## src/rtl/side_ch_counter_sampler.sv

```systemverilog
// side_ch_counter_sampler
// Snapshots six free-running side-channel event counters, either periodically
// or on a software pulse, and streams one record of per-counter deltas (each
// relative to the previous snapshot) over a valid/ready stream master.
// Optional build macro SIDE_CH_SAMPLER_TIMESTAMP_EN prepends a 32-bit
// cycle-count timestamp word to every record.
module side_ch_counter_sampler #(
  parameter int COUNTER_WIDTH = 16,
  parameter int PERIOD_WIDTH  = 32
) (
  input  logic                     clk,
  input  logic                     rst,
  input  logic                     sample_en,
  input  logic [PERIOD_WIDTH-1:0]  period_cfg,
  input  logic                     sample_now,
  input  logic [COUNTER_WIDTH-1:0] counter0,
  input  logic [COUNTER_WIDTH-1:0] counter1,
  input  logic [COUNTER_WIDTH-1:0] counter2,
  input  logic [COUNTER_WIDTH-1:0] counter3,
  input  logic [COUNTER_WIDTH-1:0] counter4,
  input  logic [COUNTER_WIDTH-1:0] counter5,
  output logic [31:0]              m_tdata,
  output logic                     m_tvalid,
  input  logic                     m_tready,
  output logic                     m_tlast,
  output logic                     busy,
  input  logic                     overrun_clr,
  output logic [15:0]              overrun_cnt
);

  localparam logic [1:0] IDLE = 2'd0;
  localparam logic [1:0] SEND = 2'd1;
`ifdef SIDE_CH_SAMPLER_TIMESTAMP_EN
  localparam logic [1:0] TS   = 2'd2;
`endif

  logic [1:0]               state;
  logic [2:0]               idx;
  logic [12:0]              seq;
  logic [PERIOD_WIDTH-1:0]  timer;
  logic                     tick;
  logic                     trigger;
  logic                     handshake;
  logic [COUNTER_WIDTH-1:0] counters [6];
  logic [COUNTER_WIDTH-1:0] prev     [6];
  logic [COUNTER_WIDTH-1:0] delta    [6];
  logic [COUNTER_WIDTH-1:0] delta_sel;
  logic [15:0]              delta_ext;
`ifdef SIDE_CH_SAMPLER_TIMESTAMP_EN
  logic [31:0]              ts_cnt;
  logic [31:0]              ts_latch;
`endif

  assign counters[0] = counter0;
  assign counters[1] = counter1;
  assign counters[2] = counter2;
  assign counters[3] = counter3;
  assign counters[4] = counter4;
  assign counters[5] = counter5;

  // The >= compare lets a lowered period_cfg fire on the very next cycle
  assign tick      = sample_en && (period_cfg != '0) &&
                     (timer >= (period_cfg - PERIOD_WIDTH'(1)));
  assign trigger   = sample_en && (tick || sample_now);
  assign handshake = m_tvalid && m_tready;
  assign m_tvalid  = (state != IDLE);
  assign busy      = (state != IDLE);

  // Period timer: counts while periodic sampling is active, otherwise parked at 0
  always_ff @(posedge clk or posedge rst) begin
    if (rst) begin
      timer <= '0;
    end else if (sample_en && (period_cfg != '0)) begin
      timer <= tick ? '0 : timer + PERIOD_WIDTH'(1);
    end else begin
      timer <= '0;
    end
  end

`ifdef SIDE_CH_SAMPLER_TIMESTAMP_EN
  // Free-running timestamp, captured at the edge that accepts a trigger
  always_ff @(posedge clk or posedge rst) begin
    if (rst) begin
      ts_cnt   <= '0;
      ts_latch <= '0;
    end else begin
      ts_cnt <= ts_cnt + 32'd1;
      if (state == IDLE && trigger) begin
        ts_latch <= ts_cnt;
      end
    end
  end
`endif

  // Record sequencer: snapshot and delta on trigger, then walk the six words
  always_ff @(posedge clk or posedge rst) begin
    if (rst) begin
      state <= IDLE;
      idx   <= '0;
      seq   <= '0;
      for (int i = 0; i < 6; i++) begin
        prev[i]  <= '0;
        delta[i] <= '0;
      end
    end else begin
      case (state)
        IDLE: begin
          if (trigger) begin
            for (int i = 0; i < 6; i++) begin
              delta[i] <= counters[i] - prev[i];
              prev[i]  <= counters[i];
            end
            idx <= '0;
`ifdef SIDE_CH_SAMPLER_TIMESTAMP_EN
            state <= TS;
`else
            state <= SEND;
`endif
          end
        end
`ifdef SIDE_CH_SAMPLER_TIMESTAMP_EN
        TS: begin
          if (handshake) begin
            state <= SEND;
          end
        end
`endif
        SEND: begin
          if (handshake) begin
            if (idx == 3'd5) begin
              idx   <= '0;
              seq   <= seq + 13'd1;
              state <= IDLE;
            end else begin
              idx <= idx + 3'd1;
            end
          end
        end
        default: state <= IDLE;
      endcase
    end
  end

  // Overrun counter: triggers that arrive mid-record are dropped and counted
  always_ff @(posedge clk or posedge rst) begin
    if (rst) begin
      overrun_cnt <= '0;
    end else if (overrun_clr) begin
      overrun_cnt <= '0;
    end else if (trigger && (state != IDLE) && (overrun_cnt != 16'hFFFF)) begin
      overrun_cnt <= overrun_cnt + 16'd1;
    end
  end

  // Output word mux: header fields plus the selected delta, zero-extended
  always_comb begin
    delta_sel = '0;
    case (idx)
      3'd0:    delta_sel = delta[0];
      3'd1:    delta_sel = delta[1];
      3'd2:    delta_sel = delta[2];
      3'd3:    delta_sel = delta[3];
      3'd4:    delta_sel = delta[4];
      3'd5:    delta_sel = delta[5];
      default: delta_sel = '0;
    endcase
    delta_ext = '0;
    delta_ext[COUNTER_WIDTH-1:0] = delta_sel;
    m_tdata = '0;
    m_tlast = 1'b0;
    case (state)
      SEND: begin
        m_tdata = {idx, seq, delta_ext};
        m_tlast = (idx == 3'd5);
      end
`ifdef SIDE_CH_SAMPLER_TIMESTAMP_EN
      TS: begin
        m_tdata = ts_latch;
      end
`endif
      default: begin
        m_tdata = '0;
        m_tlast = 1'b0;
      end
    endcase
  end

endmodule

```

## config.mk

```make
export PLATFORM = sky130hd
export DESIGN_NAME = side_ch_counter_sampler
export DESIGN_NICKNAME = d
export VERILOG_FILES = /design/src/rtl/side_ch_counter_sampler.sv
export SDC_FILE = /design/constraint.sdc
export NUM_CORES = 1
export LEC_CHECK = 0
export ABC_AREA = 1
export CAP_MARGIN = 20
export CORE_MARGIN = 5
export CORE_UTILIZATION = 45
export CTS_CLUSTER_SIZE = 16
export DETAILED_ROUTE_END_ITERATION = 8
export PLACE_DENSITY = 0.77
export SYNTH_ARGS = -nofsm -noshare
export SYNTH_HDL_FRONTEND = slang
export SYNTH_SLANG_ARGS = --single-unit
```

## constraint.sdc

```tcl
create_clock -name clk -period 13.8 [get_ports clk]
set_input_delay 2.76 -clock clk [delete_from_list [all_inputs] [get_ports clk]]
set_output_delay 2.76 -clock clk [all_outputs]
set_load 0.05 [all_outputs]
```

==> results of run 1 <==
[per-layer routing]
layer	vias up	share of wire	global-route usage	wire length [um]
li1	7955	-	-	-
met1	7587	0.44	0.280	20400
met2	421	0.48	0.358	22600
met3	78	0.056	0.0333	2600
met4	0	0.024	0.0525	1120
met5	-	0	0	0
[path summary, 6_finish.rpt]
check                              start        end  slack (ns)  cells past startpoint
setup reg to reg               timer[17]  delta[69]        9.93                     16
hold / removal                  prev[29]   prev[29]        0.47                      2
setup / recovery           period_cfg[2]  delta[69]        6.27                     24
max in group asynchronous            rst   prev[29]        9.62                      3
min in group asynchronous            rst   timer[3]        2.73                      2
hold reg to reg                 prev[29]   prev[29]        0.47                      2
[layout by cell type (no fill, tap or decap), types with 8 or more instances in the layout]
| cell | instances |
|---|---|
| clkbuf_16 | 31 |
| nand4_1 | 45 |
| o21ai_1 | 115 |
| xnor2_1 | 57 |
| a21boi_0 | 12 |
| a21o_1 | 8 |
| a311oi_1 | 10 |
| nor2_1 | 139 |
| a21oi_1 | 92 |
| nor2_2 | 8 |
| nand2_1 | 642 |
| a32o_1 | 10 |
| clkdlybuf4s50_1 | 184 |
| ha_1 | 127 |
| nor3_1 | 24 |
| o211ai_1 | 10 |
| inv_1 | 313 |
| nand3_1 | 223 |
| o21ai_0 | 32 |
| xor2_1 | 86 |
| dfrtp_1 | 257 |
[state kept, by name, indices dropped and copies added, names as in the netlist]
register	cells
state	1
overrun_cnt	16
seq	13
timer	32
idx	3
prev	96
delta	96
[worst reg2reg max path, delay by kind of cell (launching register included)]
kind                       cells  cell delay [ns]
AOI/OAI and AO/OA              2             0.31
adders and majority gates      1             0.35
buffers and inverters          2             1.23
DFF                            1             0.45
and+or+nand+nor               11             1.46
[cells by family after synthesis]
| group | count (synthesis) |
|---|---|
| compound gates | 315 |
| flops | 257 |
| simple gates | 1109 |
| buf+inv | 404 |
| xor+xnor | 143 |
| mux | 1 |
| fa+ha+maj | 133 |
[per-stage QoR]
step / area [um2] / hold WS (ns) / power (mW) / cells / worst slack, ns
2_1_floorplan: 17700 / 0.442 / 2.45 / 2362 / 3.97
3_3_place_gp: 19700 / 0.453 / 2.91 / 2988 / 5.81
3_5_place_dp: 19700 / 0.458 / 2.96 / 2988 / 5.60
4_1_cts: 20800 / 0.473 / 3.89 / 3045 / 5.92
5_1_grt: 21000 / 0.487 / 4.18 / 3052 / 5.82
6_report: 21000 / 0.469 / 3.90 / 3052 / 6.27
[final cells by class]
| cell class | count | area, um2 | area share |
|---|---|---|---|
| repair buffers | 195 | 2000 | 0.0954 |
| diodes | 2 | 5.00 | 0.000239 |
| flip-flops and latches | 257 | 6430 | 0.307 |
| clock buffers | 39 | 866 | 0.0413 |
| multi-input cells | 1701 | 9510 | 0.454 |
| inverters | 322 | 1220 | 0.0582 |
| clock inverters | 18 | 278 | 0.0133 |
| well taps | 518 | 648 | 0.0309 |
[power by group through the flow]
| stage | Clock (mW) | Sequential (mW) | Combinational [mW] |
|---|---|---|---|
| CTS | 0.920 | 1.19 | 1.78 |
| detailed placement | 0 | 1.20 | 1.76 |
| global route | 0.955 | 1.21 | 2.02 |
| floorplan | 0 | 1.13 | 1.32 |
| finish | 0.905 | 1.19 | 1.80 |
| global placement | 0 | 1.19 | 1.72 |
==> summary.txt, run 1 <==
Outcome: complete, no violations
Final net count: 2,775
Synth Flop Type: dfrtp_1
Largest net degree at the start of global routing: 210
Core box area: 38,700 um2
Final setup viols: 0
Via count: 16,041
Io pins: 185
Largest family of logic cells by synthesized area: simple AND/OR/NAND/NOR gates
Max_slew headroom: 0.371
H-tree levels: 1
Clk pwr share: 0.232
Setup TNS: 0 ns
PortBufs: 184
Compound-Gate Fraction of Synth Area: 0.102
NetSw: 1.66 mW
Period utilization: 0.546
Mapped Area: 17,700 um2
GP Congestion: 0.897
Type of the worst min-delay path: reg2reg
Top-count cell post-synth: nand2_1
Top cells by count, synth: nand2_1 (642), inv_1 (314), dfrtp_1 (257)
Peak VDD IR: 0.000226 V
XOR/XNOR share of the synthesized area: 0.0708
Synth area leaders: dfrtp_1 (36%), nand2_1 (14%), ha_1 (9.0%), inv_1 (6.7%), nand3_1 (6.3%)
Initial DRC Count: 1,133
Startpoint Class: primary input
Clock sink count: 257
Pre-antenna DRT Iters: 5
Remaining Overflow, GRT: 0
Final Max Slew Viols: 0
Critical Path Max Stage Delay: 0.73 ns
Net Count, Synth: 2,629
Final clock skew: 0.0259 ns
CP delay by family, top: simple AND/OR/NAND/NOR gates
Syn Area/Cell: 7.49 um2
Die H: 208 um
Final WL: 46.8 mm
Sequential fraction of the synthesis area: 0.363
First-pass GRT wire length: 77.5 mm
Multiplexer share of the synthesized area: 0.000636
Syn Inst Count: 2,362
Worst skew pair latency: 0.58 ns
Top-area cell type share of the netlist area: 0.363
Crit Path Class: in2reg
Number of flops mapped to enable cells by yosys: 0
Clock Tree Buf Depth: 3
DP Wirelength: 34.5 mm
Hold violation total from the final report: 0
Crit path top cell by count: nand2_1
Synth Warn #: 0
Adder-Cell Fraction of Synth Area: 0.0966
Synth unique cells: 45
Pleak: 10.6 nW
Initial cell density of the core: 0.457
Avg WL per Cell: 15.3 um
Clock Pin Slew Worst Setup and Hold Paths: 0.06 ns
Die area: 43,400 um2
Fmax: 0.133 GHz
Root buffer cell: clkbuf_16
Antenna violations before repair: 2
CP Max Fanout: 151
PD cells: 186 nW/um2
Switching Fraction: 0.426
Synthesized flop and latch total: 257
Reg power frac: 0.305
Critical Path, Cell by Cell: clkdlybuf4s50_1 -> nor2_1 -> nand2_1 -> nor3_2 -> nand2_1 -> nor2_2 -> nand2_1 -> nor2_1 -> nand2_1 -> nor2_1 -> xnor2_1 -> ha_1 -> a21oi_1 -> o21a_1 -> nand2_1 -> a21oi_1 -> nand2_1 -> nand2_2 -> nand2_4 -> nand2_8 -> buf_16 -> buf_4 -> nand2_1 -> o21ai_1
Cell row count: 72
CTS tree: done
Fill cells: 3,648
Synth Area in Simple Gates: 0.266
Comb power frac: 0.463
Num CTS Buffers: 31
DRC Markers: 0
Drt via density: 5.26
Hold Buf Count CTS: 0
Ratio of cells with drive above 1 in the final layout: 0.0375
Cell taking the most area after synthesis: dfrtp_1
Die Width: 208 um
Post-CTS sizing: 0
Post-synth ARST share: 1.00
Tmin final: 7.53 ns
Crit. End Element: flop
Critical-path top delay cell: buf_4
Routed Antenna Nets: 0
Number of global-route vias before repair: 15,729
Post-CTS Setup Inserts: 0
Internal power: 2.23 mW
Max-cap violations: 0
Crit path required time: 14.30 ns
Unrepaired setup endpoints after global routing: no
GRT Total Usage: 0.210
Final core occ: 0.541
Worst path arrival time: 8.03 ns
P&R area growth vs syn: 18.4%
Worst slew pin tran: 0.942 ns
Worst path bufs/invs: 3
Power figures use the tool's default switching activity.
==> run 2, diff against run 1 <==
--- a/config.mk
+++ b/config.mk
@@ -11,7 +11,7 @@
 export CORE_UTILIZATION = 45
 export CTS_CLUSTER_SIZE = 16
 export DETAILED_ROUTE_END_ITERATION = 8
-export PLACE_DENSITY = 0.77
+export PLACE_DENSITY = 0.79
 export SYNTH_ARGS = -nofsm -noshare
 export SYNTH_HDL_FRONTEND = slang
 export SYNTH_SLANG_ARGS = --single-unit
==> constraint.sdc (replaced) <==
create_clock -name clk -period 6.6 [get_ports clk]
set_input_delay 1.32 -clock clk [delete_from_list [all_inputs] [get_ports clk]]
set_output_delay 1.32 -clock clk [all_outputs]
set_load 0.05 [all_outputs]
==> summary.txt, run 2 (same netlist as run 1, synthesis figures left out) <==
Final clock skew: 0.00916 ns
Switching Fraction: 0.430
Crit path required time: 5.28 ns
Clock Tree Buf Depth: 3
Clk pwr share: 0.222
Unrepaired setup endpoints after global routing: no
Placed insts: 2,995
Outcome: complete, no violations
Clock sink count: 257
Cell row count: 72
CP Max Fanout: 36
GP Congestion: 0.911
Remaining Overflow, GRT: 0
Fill cells: 3,615
Post-route insts no fill: 3,052
Critical-path top delay cell: nand3_1
Hold Buf Count CTS: 0
Critical Path Max Stage Delay: 0.88 ns
Final WL: 46.6 mm
Num CTS Buffers: 31
Type of the worst min-delay path: reg2reg
Initial DRC Count: 1,169
Root buffer cell: clkbuf_16
Core box area: 38,700 um2
CTS tree: done
Commonest non-fill, non-tap cell in the layout: nand2_1
Worst path arrival time: 4.50 ns
P&R area growth vs syn: 17.8%
Met3 wire length: 2.50 mm
Hold violation total from the final report: 0
Internal power: 4.57 mW
Final setup viols: 0
Period utilization: 0.882
Routed Antenna Nets: 0
Critical Path, Cell by Cell: buf_4 -> clkinv_1 -> nand3_1 -> nor2_1 -> a211oi_1 -> a31oi_1 -> clkdlybuf4s50_1
Worst skew pair latency: 0.57 ns
Number of global-route vias before repair: 15,908
NetSw: 3.45 mW
Avg WL per Cell: 15.3 um
Max-cap violations: 0
Ratio of cells with drive above 1 in the final layout: 0.0355
PortBufs: 184
Startpoint Class: flop
Tmin final: 5.82 ns
Crit Path Class: reg2out
Placement Cell Area: 19,800 um2
Reg power frac: 0.308
Die H: 208 um
Final Max Slew Viols: 0
Pleak: 10.5 nW
Initial cell density of the core: 0.457
Largest net degree at the start of global routing: 190
Register Area: 6430 um2
Pre-antenna DRT Iters: 6
Worst slew pin tran: 1.01 ns
Cell area after layout: 20,800 um2
Area occupied by multi-input gates: 9510 um2
First-pass GRT wire length: 77.8 mm
Max_slew headroom: 0.327
Fmax: 0.172 GHz
Crit. End Element: primary output
DP Wirelength: 34.7 mm
Final net count: 2,778
Die area: 43,400 um2
M1 WL: 20.5 mm
Top layer in use: met4
Die Width: 208 um
Most frequent cells in the layout: nand2_1 (642), inv_1 (313), dfrtp_1 (257), nand3_1 (223), clkdlybuf4s50_1 (184)
Setup TNS: 0 ns
Clock Pin Slew Worst Setup and Hold Paths: 0.06 ns
Antenna violations before repair: 1
H-tree levels: 1
Post-CTS Setup Inserts: 0
Post-CTS sizing: 0
GRT Total Usage: 0.210
Peak VDD IR: 0.000520 V
DRC Markers: 0
PD cells: 385 nW/um2
Io pins: 185
Pwr Total: 8.01 mW
Via count: 16,019
Drt via density: 5.25
Top Registers: delta (96), prev (96), timer (32)
Met2 wire length: 22.3 mm
Comb power frac: 0.471
-- run 2: cell count changes in the layout (fill, tap and decap cells not counted), sizes merged --
cell	previous run	this run
diode	2	1
clkbuf	39	43
bufinv	7	5
inv	322	321
buf	11	14
clkinv	9	5
clkinvlp	2	3
-- run 2: stage by stage --
stage	utilization	setup WS, ns	hold WS (ns)
after floorplan	-	1.89	0.442
after global placement	0.510	1.18	0.453
after detailed placement	0.510	1.03	0.458
after CTS	0.537	0.864	0.473
after global routing	0.538	0.581	0.487
final	0.538	0.777	0.467
-- run 2: path summary, 6_finish.rpt --
kind / startpoint / end / slack, ns / cells after the start
setup / recovery: idx[2] / m_tdata[0] / 0.78 / 7
hold / removal: prev[92] / prev[92] / 0.47 / 2
setup reg to reg: state[0] / delta[59] / 3.42 / 6
hold reg to reg: prev[92] / prev[92] / 0.47 / 2
max in group asynchronous: rst / prev[66] / 3.91 / 3
min in group asynchronous: rst / seq[4] / 1.24 / 2
-- run 2: area by class of cell --
type	instances	share of cell area
antenna	1	0.000120
clock buffer	43	0.0413
clock inverter	12	0.00931
inverter	322	0.0583
multi-input combinational	1701	0.456
sequential	257	0.309
tap	518	0.0311
timing repair buffer	198	0.0950
-- run 2: power by group through the flow --
stage | sequential (mW) | combinational (mW) | clock (mW)
2_1_floorplan | 2.36 | 2.77 | 0
3_3_place_gp | 2.46 | 3.65 | 0
3_5_place_dp | 2.47 | 3.73 | 0
4_1_cts | 2.46 | 3.76 | 1.82
5_1_grt | 2.52 | 4.22 | 1.88
6_report | 2.47 | 3.77 | 1.78
-- run 2: routing by layer --
metal | vias to the layer above | global-route usage
li1 | 7959 | -
met1 | 7550 | 0.280
met2 | 426 | 0.359
met3 | 84 | 0.0300
met4 | 0 | 0.0602
met5 | - | 0
-- run 2: worst max-delay path, delay by kind of cell, from the launching register on --
kind	cells	cell delay, ns
compound gates	2	0.68
buf+inv	3	1.95
flops	1	0.33
simple gates	2	0.97
